<file path="config.mk">
export PLATFORM = sky130hd
export DESIGN_NAME = sqrt_nr_seq
export DESIGN_NICKNAME = d
export VERILOG_FILES = /design/src/rtl/sqrt_pkg.sv /design/src/rtl/sqrt_nr_step.sv /design/src/rtl/sqrt_nr_seq.sv
export SDC_FILE = /design/constraint.sdc
export NUM_CORES = 1
export LEC_CHECK = 0
export ABC_AREA = 1
export BUFFER_PORTS_ARGS = -buffer_cell sky130_fd_sc_hd__buf_2
export CORE_UTILIZATION = 30
export CTS_CLUSTER_SIZE = 10
export DETAILED_ROUTE_END_ITERATION = 12
export SETUP_SLACK_MARGIN = 0.3
export SYNTH_ARGS = -nofsm -noshare
export SYNTH_HDL_FRONTEND = slang
export SYNTH_SLANG_ARGS = --single-unit
export TNS_END_PERCENT = 5
</file>
<file path="constraint.sdc">
create_clock -name clk -period 3.01 [get_ports clk]
set_input_delay 0.301 -clock clk [delete_from_list [all_inputs] [get_ports clk]]
set_output_delay 0.301 -clock clk [all_outputs]
set_load 0.03 [all_outputs]
</file>
<file path="src/rtl/sqrt_pkg.sv">
// ---------------------------------------------------------------------------
// sqrt_pkg
// Shared definitions for the sequential non-restoring square-root unit.
//   sqrt_state_t : FSM state encoding (IDLE, CALC, FIX, DONE)
//   qw(w)        : root width for a w-bit radicand (w/2)
//   rw(w)        : remainder width for a w-bit radicand (w/2 + 1)
//   steps(w, i)  : CALC cycles needed when retiring i root bits per clock
//   cnt_w(n)     : counter width able to hold 0..n-1 (at least 1 bit)
// ---------------------------------------------------------------------------
package sqrt_pkg;

  typedef enum logic [1:0] {
    IDLE = 2'd0,
    CALC = 2'd1,
    FIX  = 2'd2,
    DONE = 2'd3
  } sqrt_state_t;

  function automatic int qw(input int width);
    return width / 2;
  endfunction

  function automatic int rw(input int width);
    return width / 2 + 1;
  endfunction

  function automatic int steps(input int width, input int iters);
    return (width / 2) / iters;
  endfunction

  function automatic int cnt_w(input int n);
    return (n <= 1) ? 1 : $clog2(n);
  endfunction

endpackage

</file>
<file path="src/rtl/sqrt_nr_step.sv">
// ---------------------------------------------------------------------------
// sqrt_nr_step
// One purely combinational non-restoring square-root iteration.
//   q_in  [QW-1:0] : partial root so far
//   r_in  [QW+1:0] : partial remainder, two's complement (MSB = sign)
//   pair  [1:0]    : next radicand bit-pair, MSB-first order
//   q_out [QW-1:0] : partial root with one more bit appended
//   r_out [QW+1:0] : updated partial remainder
// The remainder of a non-restoring square root stays inside
// [-(2q+1), 2q], so QW+2 bits of modular arithmetic are exact even though
// the intermediate (r<<2)|pair may wrap before the add/subtract.
// ---------------------------------------------------------------------------
module sqrt_nr_step #(
  parameter int QW = 16
) (
  input  logic [QW-1:0] q_in,
  input  logic [QW+1:0] r_in,
  input  logic [1:0]    pair,
  output logic [QW-1:0] q_out,
  output logic [QW+1:0] r_out
);

  logic [QW+1:0] r_shift;

  always_comb begin
    r_shift = (r_in << 2) | {{QW{1'b0}}, pair};
    // Sign of the previous remainder picks subtract {q,01} or add {q,11}.
    if (r_in[QW+1] == 1'b0) begin
      r_out = r_shift - {q_in, 2'b01};
    end else begin
      r_out = r_shift + {q_in, 2'b11};
    end
    q_out = {q_in[QW-2:0], ~r_out[QW+1]};
  end

endmodule

</file>
<file path="src/rtl/sqrt_nr_seq.sv">
// ---------------------------------------------------------------------------
// sqrt_nr_seq
// Multi-cycle non-restoring integer square root, ITERS_PER_CYCLE root bits
// per clock.
//
// Ports:
//   clk, rst_n        : clock (rising edge), asynchronous active-low reset
//   in_valid/in_ready : radicand handshake, in_data = unsigned radicand D
//   out_valid/out_ready : result handshake
//   out_root          : floor(sqrt(D))
//   out_rem           : D - out_root^2 (0 .. 2*out_root)
//   busy              : high while the FSM is in CALC or FIX
//   out_root_rnd      : root rounded to nearest (only with SQRT_ROUND_EN)
//   state_dbg         : current FSM state for observation
//
// Handshake rule (both sides): a transfer happens on a rising clk edge where
// valid and ready are both high. A producer holding valid keeps its data
// stable until that edge; ready carries no obligation and may be dropped at
// any time. in_ready is high only in IDLE; out_valid is high only in DONE.
//
// Optional feature macro: SQRT_ROUND_EN adds the out_root_rnd port.
//
// Parameter legality: WIDTH even and >= 4, ITERS_PER_CYCLE divides WIDTH/2.
// ---------------------------------------------------------------------------
module sqrt_nr_seq
  import sqrt_pkg::*;
#(
  parameter int  WIDTH           = 32,
  parameter int  ITERS_PER_CYCLE = 1,
  localparam int QW              = qw(WIDTH),
  localparam int RW              = rw(WIDTH),
  localparam int STEPS           = steps(WIDTH, ITERS_PER_CYCLE)
) (
  input  logic             clk,
  input  logic             rst_n,
  input  logic             in_valid,
  output logic             in_ready,
  input  logic [WIDTH-1:0] in_data,
  output logic             out_valid,
  input  logic             out_ready,
  output logic [QW-1:0]    out_root,
  output logic [RW-1:0]    out_rem,
  output logic             busy,
`ifdef SQRT_ROUND_EN
  output logic [QW:0]      out_root_rnd,
`endif
  output sqrt_state_t      state_dbg
);

  localparam int CW = cnt_w(STEPS);

  sqrt_state_t      state;
  logic [WIDTH-1:0] d_reg;   // radicand, shifted left as pairs are consumed
  logic [QW-1:0]    q_reg;
  logic [RW:0]      r_reg;   // signed partial remainder (MSB = sign)
  logic [CW-1:0]    cnt;

  // Chain of ITERS_PER_CYCLE iterations evaluated in one clock.
  logic [QW-1:0] q_chain [ITERS_PER_CYCLE+1];
  logic [RW:0]   r_chain [ITERS_PER_CYCLE+1];

  assign q_chain[0] = q_reg;
  assign r_chain[0] = r_reg;

  for (genvar i = 0; i < ITERS_PER_CYCLE; i++) begin : g_step
    sqrt_nr_step #(
      .QW (QW)
    ) u_step (
      .q_in  (q_chain[i]),
      .r_in  (r_chain[i]),
      .pair  (d_reg[WIDTH-1-2*i -: 2]),
      .q_out (q_chain[i+1]),
      .r_out (r_chain[i+1])
    );
  end

  // Final correction: a negative remainder means the last trial subtraction
  // overshot, so add back 2q+1. The corrected value fits in RW bits, so the
  // addition is done modulo 2^RW.
  logic [RW-1:0] r_fix;
  assign r_fix = r_reg[RW-1:0] + (r_reg[RW] ? {q_reg, 1'b1} : {RW{1'b0}});

`ifdef SQRT_ROUND_EN
  // Round to nearest: sqrt(D) >= q + 0.5 exactly when rem > q.
  logic [QW:0] root_rnd;
  assign root_rnd = {1'b0, q_reg} + {{QW{1'b0}}, (r_fix > {1'b0, q_reg})};
`endif

  assign state_dbg = state;

  always_ff @(posedge clk or negedge rst_n) begin
    if (!rst_n) begin
      state        <= IDLE;
      d_reg        <= '0;
      q_reg        <= '0;
      r_reg        <= '0;
      cnt          <= '0;
      in_ready     <= 1'b1;
      out_valid    <= 1'b0;
      busy         <= 1'b0;
      out_root     <= '0;
      out_rem      <= '0;
`ifdef SQRT_ROUND_EN
      out_root_rnd <= '0;
`endif
    end else begin
      case (state)
        IDLE: begin
          if (in_valid && in_ready) begin
            d_reg    <= in_data;
            q_reg    <= '0;
            r_reg    <= '0;
            cnt      <= CW'(STEPS - 1);
            in_ready <= 1'b0;
            busy     <= 1'b1;
            state    <= CALC;
          end
        end

        CALC: begin
          q_reg <= q_chain[ITERS_PER_CYCLE];
          r_reg <= r_chain[ITERS_PER_CYCLE];
          d_reg <= d_reg << (2 * ITERS_PER_CYCLE);
          if (cnt == '0) begin
            state <= FIX;
          end else begin
            cnt <= cnt - 1'b1;
          end
        end

        FIX: begin
          r_reg        <= {1'b0, r_fix};
          out_root     <= q_reg;
          out_rem      <= r_fix;
`ifdef SQRT_ROUND_EN
          out_root_rnd <= root_rnd;
`endif
          busy         <= 1'b0;
          out_valid    <= 1'b1;
          state        <= DONE;
        end

        DONE: begin
          if (out_ready) begin
            out_valid <= 1'b0;
            in_ready  <= 1'b1;
            state     <= IDLE;
          end
        end

        default: begin
          state     <= IDLE;
          in_ready  <= 1'b1;
          out_valid <= 1'b0;
          busy      <= 1'b0;
        end
      endcase
    end
  end

endmodule

</file>
==> results of run 1 <==
-- cells in the mapped netlist (all sizes together), types with 2 or more instances --
library cell | instances | area [µm²]
nand2 | 349 | 1315
inv | 156 | 585.6
dfrtp | 107 | 2678
o21ai | 58 | 294.0
ha | 55 | 688.2
nand3 | 44 | 220.2
nor2 | 38 | 142.6
a21oi | 29 | 148.9
buf | 19 | 101.3
a31oi | 15 | 93.84
o211ai | 15 | 112.6
o22ai | 14 | 87.58
nor3 | 10 | 55.05
clkbuf | 8 | 31.28
nand3b | 7 | 52.55
or2 | 6 | 37.53
nand4 | 4 | 25.02
and2 | 3 | 18.77
a22oi | 2 | 15.01
xnor2 | 2 | 17.52
-- timing repair --
item,in CTS,in global routing
resized for setup,0,1
setup endpoints to repair,0,16
setup buffers,0,0
-- power by group through the flow --
stage               clock, mW  combinational (mW)  sequential [mW]
floorplan                   0                3.46             2.65
global placement            0                4.87             2.40
detailed placement          0                4.95             2.41
CTS                      1.29                4.96             2.39
global route             1.34                5.72             2.46
finish                   1.25                4.92             2.38
-- cell families (layout without fill, tap and decap cells) --
logic type | Yosys count | count (layout) | synth area share, %
XOR/XNOR | 3 | 3 | 0.3854
AND/OR/NAND/NOR | 463 | 463 | 27.56
buffers and inverters | 183 | 253 | 10.53
AO/OA/AOI/OAI | 137 | 137 | 11.49
adder cells (fa/ha/maj) | 56 | 56 | 10.39
flip-flops | 108 | 108 | 39.65
-- cell type report --
class,instances,area [µm²]
repair buffers,81,452.9
multi-input cells,659,3407
clock inverters,6,68.82
clock buffers,10,229.0
inverters,156,585.6
well taps,280,350.3
flip-flops and latches,108,2705
fillers,2401,14230
-- routing by layer --
metal  global-route usage [%]  share of wire, %  vias up
li1                         -                 -     3147
met1                    21.47                50     2759
met2                    23.68                43      126
met3                    3.896               5.6       13
met4                    4.618               1.4        0
met5                        0                 0        -
-- metrics by stage --
| step | utilization (%) | hold WS [ns] | cells |
|---|---|---|---|
| detailed placement | 34.05 | 0.4059 | 1284 |
| finish | 35.41 | -0.01440 | 1300 |
| global placement | 34.05 | 0.4019 | 1284 |
| CTS | 35.40 | 0.01187 | 1300 |
| floorplan | - | 0.005409 | 950 |
| global route | 35.41 | 0.03279 | 1300 |
-- worst paths after layout --
kind	from	to	slack, ns	cells after the start
setup / recovery	r_reg[17]$_DFFE_PN0P_	r_reg[8]$_DFFE_PN0P_	0.65	13
hold / removal	rst_n	d_reg[10]$_DFFE_PN0P_	-0.01	1
setup reg to reg	r_reg[17]$_DFFE_PN0P_	r_reg[8]$_DFFE_PN0P_	0.65	13
hold reg to reg	out_root[15]$_DFFE_PN0P_	out_root[15]$_DFFE_PN0P_	0.47	2
max in group asynchronous	rst_n	d_reg[20]$_DFFE_PN0P_	2.30	2
min in group clk	in_data[4]	d_reg[4]$_DFFE_PN0P_	0.18	3
==> metrics.txt, run 1 <==
Net Sw Frac=50.08%; Clk pin slew, worst setup/hold paths=0.08 ns; nature of the critical path endpoint=flop; fraction of synthesis flops using an asynchronous set or reset pin=100.0%; share of post-route cells with drive strength above 1=10.88%; Avg Cell Area, Syn=7.178 µm²; P&R area growth vs syn=14.37%; clock network power share=14.6%; first-pass GRT wire length=28990 µm; CP max stage delay=0.62 ns; crit path max-delay cell type=dfrtp_2; Max Fanout on Critical Path=18; EDFF count, synth=0; Mapped Area=0.006819 mm²; WP data required=3.27 ns; largest net degree at the start of global routing=57; Sink Count=108; CP Class=flop to flop; actual slew at the worst max-slew pin=0.9350 ns; Die Wd=152.8 µm; outcome=finished, violations left; CTS tree=built; GP Congestion=0.8601; antenna cell count=0; pre-CTS setup slack=0.4136 ns; Clock Skew=0.005953 ns; HPWL after detailed placement=12880 µm; crit path cell chain=ha_1, inv_1, fa_1, inv_1, nand2_1, nand2_1, nand3_1, nand2_1, a21oi_1, o21ai_0, nand2_1, nand2_1, nand2_1; Core ar.=0.02203 mm²; CTS Buf Count=9; Hold Slack=-0.01440 ns; drt total wl=16980 µm; Final Max Tran Viols=0; Routed Antenna Nets=0; Top delay family on crit path=flip-flops; post-route minimum period=2.358 ns; Final WS setup=0.6520 ns; Leak=4.429 nW; cts hold-fix bufs=0; io pins=74; Yosys reg bits=108; Largest register FFs=32; placement row count=54; most frequent cells in the layout=347 x nand2_1, 151 x inv_1, 106 x dfrtp_1, 72 x buf_2, 56 x o21ai_0; clk buf depth=2; cells after synthesis=950; IO Port Bufs=73; Int Power=4.268 mW; most common cell after layout, fill and taps aside=nand2_1; Net Sw Power=4.281 mW; H-tree Lvls=3; Total Power=8.549 mW; final-report hold violation count=12; fin crit share=78.34%; part of the power in combinational logic=57.6%; Setup-failing EPs final=0; startpoint types=flop; Peak Freq=424.1 MHz; Ys Warns=0; WP data arrival=2.62 ns; vias=6045; vias in the first global route=5765; Max-cap violations=0; Worst VDD drop=0.5298 mV; die area=0.02334 mm²; sequential share of the synthesized area=39.65%; DR WL/cell=13.06 µm; GRT Resource Usage Total=15.50%; die height=152.8 µm; Cell variety after synth=41; syn_nets=1042; final net count=1107; Reg power frac=27.9%; Buf+Inv Stages, Crit Path=2; final setup TNS=0 ns; TritonRoute pass-1 iters=7; prevailing post-synth register cell=dfrtp_1; post-detailed-route via-to-cell ratio=4.650; Pwr Density=1096 mW/mm²; Root Driver=clkbuf_16; drt initial violations=356; Initial Utilization=30.96%; RSZ-0062 raised after global routing=false; Placed Area=0.007500 mm²; most used cell, CP=nand2_1; clk_lat worst skew=0.36 ns; failing checks=hold timing; Relative slew margins=37.43%; Worst Hold Class=input port to asynchronous set/reset pin; GRT Residual Overflow=0; post-route cell area=0.007799 mm²; initial antenna violation count=0; Post-route DRC=0
Power figures use the tool's default switching activity.
==> inputs of run 2 (changes only) <==
==> constraint.sdc (replaced) <==
create_clock -name clk -period 2.45 [get_ports clk]
set_input_delay 0.245 -clock clk [delete_from_list [all_inputs] [get_ports clk]]
set_output_delay 0.245 -clock clk [all_outputs]
set_load 0.03 [all_outputs]
==> run 2 against run 1 <==
The run now ends clean. Sequential share of layout area down 3.2 points. Clock power up 27%. Sequential power up 25%. First-iteration DRC count down 31%. Via count up 3.6%. Die area unchanged.
==> metrics.txt, run 2 (synthesized netlist as in run 1, its figures left out) <==
Total Power=12.07 mW (+41%); HPWL after detailed placement=13100 µm (+1.7%); Leak=4.520 nW (+2.0%); largest net degree at the start of global routing=57 (unchanged); Root Driver=clkbuf_16; io pins=74 (unchanged); met2 Resource Use GR=24.71% (+1.0 points); flop2flop setup slack=0.19 ns (-0.47 ns); H-tree Lvls=3 (unchanged); clk buf depth=2 (unchanged); Core ar.=0.02203 mm² (unchanged); actual slew at the worst max-slew pin=0.6079 ns (-0.3271 ns); worst r2r src=r_reg[17]$_DFFE_PN0P_; placement row count=54 (unchanged); final cell count without fillers=1316 (+1.2%); TritonRoute pass-1 iters=7 (unchanged); vias in the first global route=5857 (+1.6%); fillers=2270 (-5.5%); Largest register FFs=32 (unchanged); Final Max Tran Viols=0 (unchanged); Initial Utilization=30.96% (unchanged); IO Port Bufs=73 (unchanged); Layout Utilization=39.01% (+3.6 points); drt initial violations=244 (-31%); fin crit share=92.45% (+14 points); Hold Slack=0.1151 ns (+0.1295 ns); HP Start=in_data[1]; Clock Skew=0.01142 ns (+0.005466 ns); initial antenna violation count=0 (unchanged); most common cell after layout, fill and taps aside=nand2_1; die area=0.02334 mm² (unchanged); post-detailed-route via-to-cell ratio=4.758 (+2.3%); CTS tree=built; most frequent cells in the layout=315 x nand2_1, 138 x inv_1, 106 x dfrtp_1, 72 x buf_2, 51 x o21ai_0; P&R area growth vs syn=26.00%; GRT Resource Usage Total=15.88% (+0.38 points); die height=152.8 µm (unchanged); clk_lat worst skew=0.36 ns (about the same); Worst Hold Class=input port to flop; Pwr Density=1405 mW/mm² (+28%); final setup TNS=0 ns (unchanged); outcome=finished, final reports clean; share of post-route cells with drive strength above 1=22.30% (+11 points); WP data required=2.71 ns (-0.56 ns); nature of the critical path endpoint=flop; post-route minimum period=2.265 ns (-0.09301 ns); drt total wl=18340 µm (+8.0%); R2R cell count=12 (-1); crit path from=r_reg[17]$_DFFE_PN0P_; reg2reg end=q_reg[0]$_DFFE_PN0P_; busiest metal layer after global routing=met2; first-pass GRT wire length=29700 µm (+2.4%); routing usage on met3=4.352% (+0.46 points); GR Util met1=21.85% (+0.38 points); startpoint types=flop; GP Congestion=0.8255 (-4.0%); Post-route DRC=0 (unchanged); RSZ-0062 raised after global routing=true; Max Fanout on Critical Path=6 (-12); GRT Residual Overflow=0 (unchanged); vias=6262 (+3.6%); placed cell count=1285 (+0.078%); Peak Freq=441.5 MHz (+4.1%); Critical Path Sink=q_reg[0]$_DFFE_PN0P_; Sink Count=108 (unchanged); DR WL/cell=13.93 µm (+6.7%); Worst VDD drop=0.5024 mV (-5.2%); final-report hold violation count=0 (-12); Clk pin slew, worst setup/hold paths=0.08 ns (about the same); final net count=1123 (+1.4%); Max-cap violations=0 (unchanged); Die Wd=152.8 µm (unchanged); Setup-failing EPs final=0 (unchanged); Routed Antenna Nets=0 (unchanged); CP Class=flop to flop; CTS Buf Count=9 (unchanged); Relative slew margins=59.47% (+22 points); antenna cell count=0 (unchanged); WP data arrival=2.53 ns (-0.09 ns)
## run 2: stage by stage
stage,setup WS [ns],area (µm²)
after global placement,-0.001825,7521
final,0.1850,8592
after floorplan,0.3983,6820
after CTS,0.1979,8213
after global routing,0.08057,8592
after detailed placement,0.01884,7521
## run 2: where the power goes
part,internal (mW),switching (mW),leakage [nW],total [mW]
combinational,2.72,4.79,2.98,7.50
clock,0.843,0.751,0.156,1.59
sequential,2.48,0.497,1.38,2.98
## run 2: cell type report
class                   count  area (µm²)  share of cell area (%)
multi-input cells         659        4029                   46.89
well taps                 280       350.3                   4.077
repair buffers             97       604.3                   7.034
flip-flops and latches    108        2708                   31.51
inverters                 156       585.6                   6.815
clock inverters             6       76.32                  0.8883
clock buffers              10       239.0                   2.781
## run 2: repair_timing
item,CTS,global route
pin swaps,6,14
gates resized for setup,60,71
hold buffers,1,0
buffers inserted,5,9
hold endpoints to repair,25,0
setup endpoints to repair,25,67
## run 2: worst min-delay path by stage
stage                                      end  slack (ns)  depth (start not counted)
after floorplan               busy$_DFFE_PN0P_       -0.05                          0
after global placement    d_reg[6]$_DFFE_PN0P_        0.21                          1
after detailed placement  d_reg[6]$_DFFE_PN0P_        0.21                          1
after CTS                 d_reg[0]$_DFFE_PN0P_        0.11                          3
after global routing      d_reg[1]$_DFFE_PN0P_        0.12                          3
final                     d_reg[1]$_DFFE_PN0P_        0.12                          3
## run 2: critical path, stage by stage (launching register included)
cell	delay (ns)
dfrtp_4	0.53
buf_6	0.15
buf_4	0.13
ha_1	0.27
inv_1	0.06
ha_4	0.28
inv_2	0.06
nor4_4	0.30
nand2_2	0.10
nand2_2	0.09
nand2_1	0.05
nand3_1	0.07
nand2_1	0.05
## run 2: routing by layer
layer | part of all wire (%) | vias up
met5 | 0 | -
met4 | 1.3 | 0
met3 | 5.4 | 18
met2 | 45 | 112
met1 | 48 | 2949
li1 | - | 3183
==> inputs of run 3 (changes only) <==
--- a/config.mk
+++ b/config.mk
@@ -8,8 +8,9 @@
 export ABC_AREA = 1
 export BUFFER_PORTS_ARGS = -buffer_cell sky130_fd_sc_hd__buf_2
 export CORE_UTILIZATION = 30
-export CTS_CLUSTER_SIZE = 10
+export CTS_CLUSTER_SIZE = 12
 export DETAILED_ROUTE_END_ITERATION = 12
+export GPL_TIMING_DRIVEN = 0
 export SETUP_SLACK_MARGIN = 0.3
 export SYNTH_ARGS = -nofsm -noshare
 export SYNTH_HDL_FRONTEND = slang
==> run 3 against run 2 <==
Critical endpoint is now r_reg[8]$_DFFE_PN0P_. Combinational power is 9.6% higher. Utilization is 1.4 points higher. Maximum frequency is 0.84% lower. Hold slack better by 0.0053 ns. Global-route usage is 0.29 points higher. Cell count is 1.4% higher. The flow now finishes with violations (DRC). Critical path depth stayed put. Clock skew is 0.0022 ns lower. Clock power is 7% higher.
==> metrics.txt, run 3 (synthesized netlist as in run 1, its figures left out) <==
Initial Utilization=30.96% (unchanged); Final Max Tran Viols=0 (unchanged); H-tree Lvls=3 (unchanged); clk buf depth=2 (unchanged); CTS Buf Count=9 (unchanged); most common cell after layout, fill and taps aside=nand2_1; failing checks=DRC; WP data required=2.70 ns (about the same); Layout Utilization=40.38% (+1.4 points); CTS tree=built; io pins=74 (unchanged); Pwr Density=1451 mW/mm² (+3.2%); Root Driver=clkbuf_16; Total Power=12.90 mW (+6.8%); clk_lat worst skew=0.36 ns (about the same); P&R area growth vs syn=30.42%; Int Power=6.454 mW (+6.8%); post-detailed-route via-to-cell ratio=4.766 (+0.15%); WP data arrival=2.54 ns (about the same); Sink Count=108 (unchanged); share of post-route cells with drive strength above 1=26.45% (+4.1 points); Worst Hold Class=input port to flop; part of the power in combinational logic=63.7% (+1.6 points); Core ar.=0.02203 mm² (unchanged); RSZ-0062 raised after global routing=true; Reg power frac=23.1% (-1.6 points); Max Fanout on Critical Path=8 (+2); CP Class=flop to flop; Die Wd=152.8 µm (unchanged); TritonRoute pass-1 iters=10 (+3); Leak=4.595 nW (+1.7%); Peak Freq=437.8 MHz (-0.84%); actual slew at the worst max-slew pin=0.6371 ns (+0.02919 ns); HPWL after detailed placement=13820 µm (+5.5%); Hold Slack=0.1204 ns (+0.005277 ns); vias in the first global route=5894 (+0.63%); Largest register FFs=32 (unchanged); Worst VDD drop=0.7355 mV (+46%); Final WS setup=0.1657 ns (-0.01927 ns); Relative slew margins=57.53% (-1.9 points); largest net degree at the start of global routing=83 (+46%); startpoint types=flop; GP Congestion=0.8959 (+8.5%); outcome=finished, violations left; post-route cell area=0.008894 mm² (+3.5%); drt initial violations=289 (+18%); Routed Antenna Nets=0 (unchanged); Setup-failing EPs final=0 (unchanged); final-report hold violation count=0 (unchanged); GRT Resource Usage Total=16.17% (+0.29 points); initial antenna violation count=0 (unchanged); post-route minimum period=2.284 ns (+0.01927 ns); GRT Residual Overflow=0 (unchanged); die area=0.02334 mm² (unchanged); clock network power share=13.2% (about the same); Clock Skew=0.009172 ns (-0.002247 ns); fin crit share=93.23% (+0.79 points); Net Sw Power=6.447 mW (+6.9%); most frequent cells in the layout=303 x nand2_1, 129 x inv_1, 106 x dfrtp_1, 84 x buf_2, 50 x o21ai_0; Net Sw Frac=49.97% (about the same); first-pass GRT wire length=29970 µm (+0.93%); Post-route DRC=1 (+1); final net count=1142 (+1.7%); Max-cap violations=0 (unchanged); nature of the critical path endpoint=flop; vias=6362 (+1.6%); antenna cell count=0 (unchanged); pre-CTS setup slack=0.01492 ns (-0.003920 ns); drt total wl=19130 µm (+4.3%); IO Port Bufs=73 (unchanged); placement row count=54 (unchanged); die height=152.8 µm (unchanged); Clk pin slew, worst setup/hold paths=0.08 ns (about the same); DR WL/cell=14.33 µm (+2.9%); Placed Area=0.007570 mm² (+0.65%)
run 3: cell count changes in the layout (fill, tap and decap cells not counted), moves of 4 or more:
cell / before / now
buf_2: 72 / 84
clkbuf_1: 0 / 6
nand3_2: 6 / 11
inv_1: 138 / 129
ha_4: 30 / 35
nand2_4: 3 / 12
a21oi_1: 19 / 12
a21oi_2: 9 / 17
nand3_1: 37 / 33
nand2_1: 315 / 303
buf_4: 19 / 12
ha_1: 22 / 18
inv_2: 18 / 24
run 3: critical path, cell delays in order (launching register included):
cell     delay [ns]
dfrtp_4        0.52
buf_8          0.16
ha_2           0.30
inv_1          0.06
ha_4           0.27
nand2_1        0.07
nand2_2        0.06
a21oi_2        0.19
nand2_4        0.09
o21ai_0        0.21
nand2_1        0.08
nand2_1        0.08
nand2_1        0.06
run 3: final cells by class:
cell class,count,area (µm²)
multi-input combinational,659,4210
inverter,156,593.1
timing repair buffer,89,555.5
clock buffer,9,225.2
sequential,108,2708
fill,2255,13130
clock inverter,7,116.4
tap,280,350.3
buffer,27,135.1
run 3: timing repair:
action,4_1_cts,5_1_grt
cloned,0,1
hold buffers,1,0
gates resized for setup,64,117
pin swaps,13,45
buffers inserted,8,5
endpoints found under the hold margin,26,0
endpoints found under the setup margin,30,31
run 3: power by group through the flow:
stage,sequential [mW],clock (mW),combinational [mW]
floorplan,3.26,0,4.25
global placement,2.94,0,6.18
detailed placement,2.95,0,6.27
CTS,2.94,1.74,7.09
global route,3.07,1.82,9.08
finish,2.98,1.70,8.22
run 3: metal layers:
| layer | share of wire, % | track usage (%) | wire (µm) | up-vias |
|---|---|---|---|---|
| li1 | - | - | - | 3220 |
| met1 | 47 | 21.41 | 8961 | 2981 |
| met2 | 46 | 26.74 | 8863 | 141 |
| met3 | 5.3 | 4.209 | 1021 | 20 |
| met4 | 1.5 | 2.790 | 286 | 0 |
| met5 | 0 | 0 | 0 | - |
run 3: per-stage QoR:
stage          std cells  setup TNS (ns)
2_1_floorplan        950               0
5_1_grt             1335               0
3_5_place_dp        1304               0
6_report            1335               0
4_1_cts             1329               0
3_3_place_gp        1303          -24.73
run 3: final timing paths:
check / slack (ns) / start / depth (start not counted) / endpoint
max: 0.17 / r_reg[17]$_DFFE_PN0P_ / 12 / r_reg[8]$_DFFE_PN0P_
min: 0.12 / in_data[1] / 3 / d_reg[1]$_DFFE_PN0P_
max reg2reg: 0.17 / r_reg[17]$_DFFE_PN0P_ / 12 / r_reg[8]$_DFFE_PN0P_
min reg2reg: 0.48 / out_rem[4]$_DFFE_PN0P_ / 2 / out_rem[4]$_DFFE_PN0P_
max in group asynchronous: 1.45 / rst_n / 3 / r_reg[9]$_DFFE_PN0P_
min in group asynchronous: 0.31 / rst_n / 2 / d_reg[14]$_DFFE_PN0P_
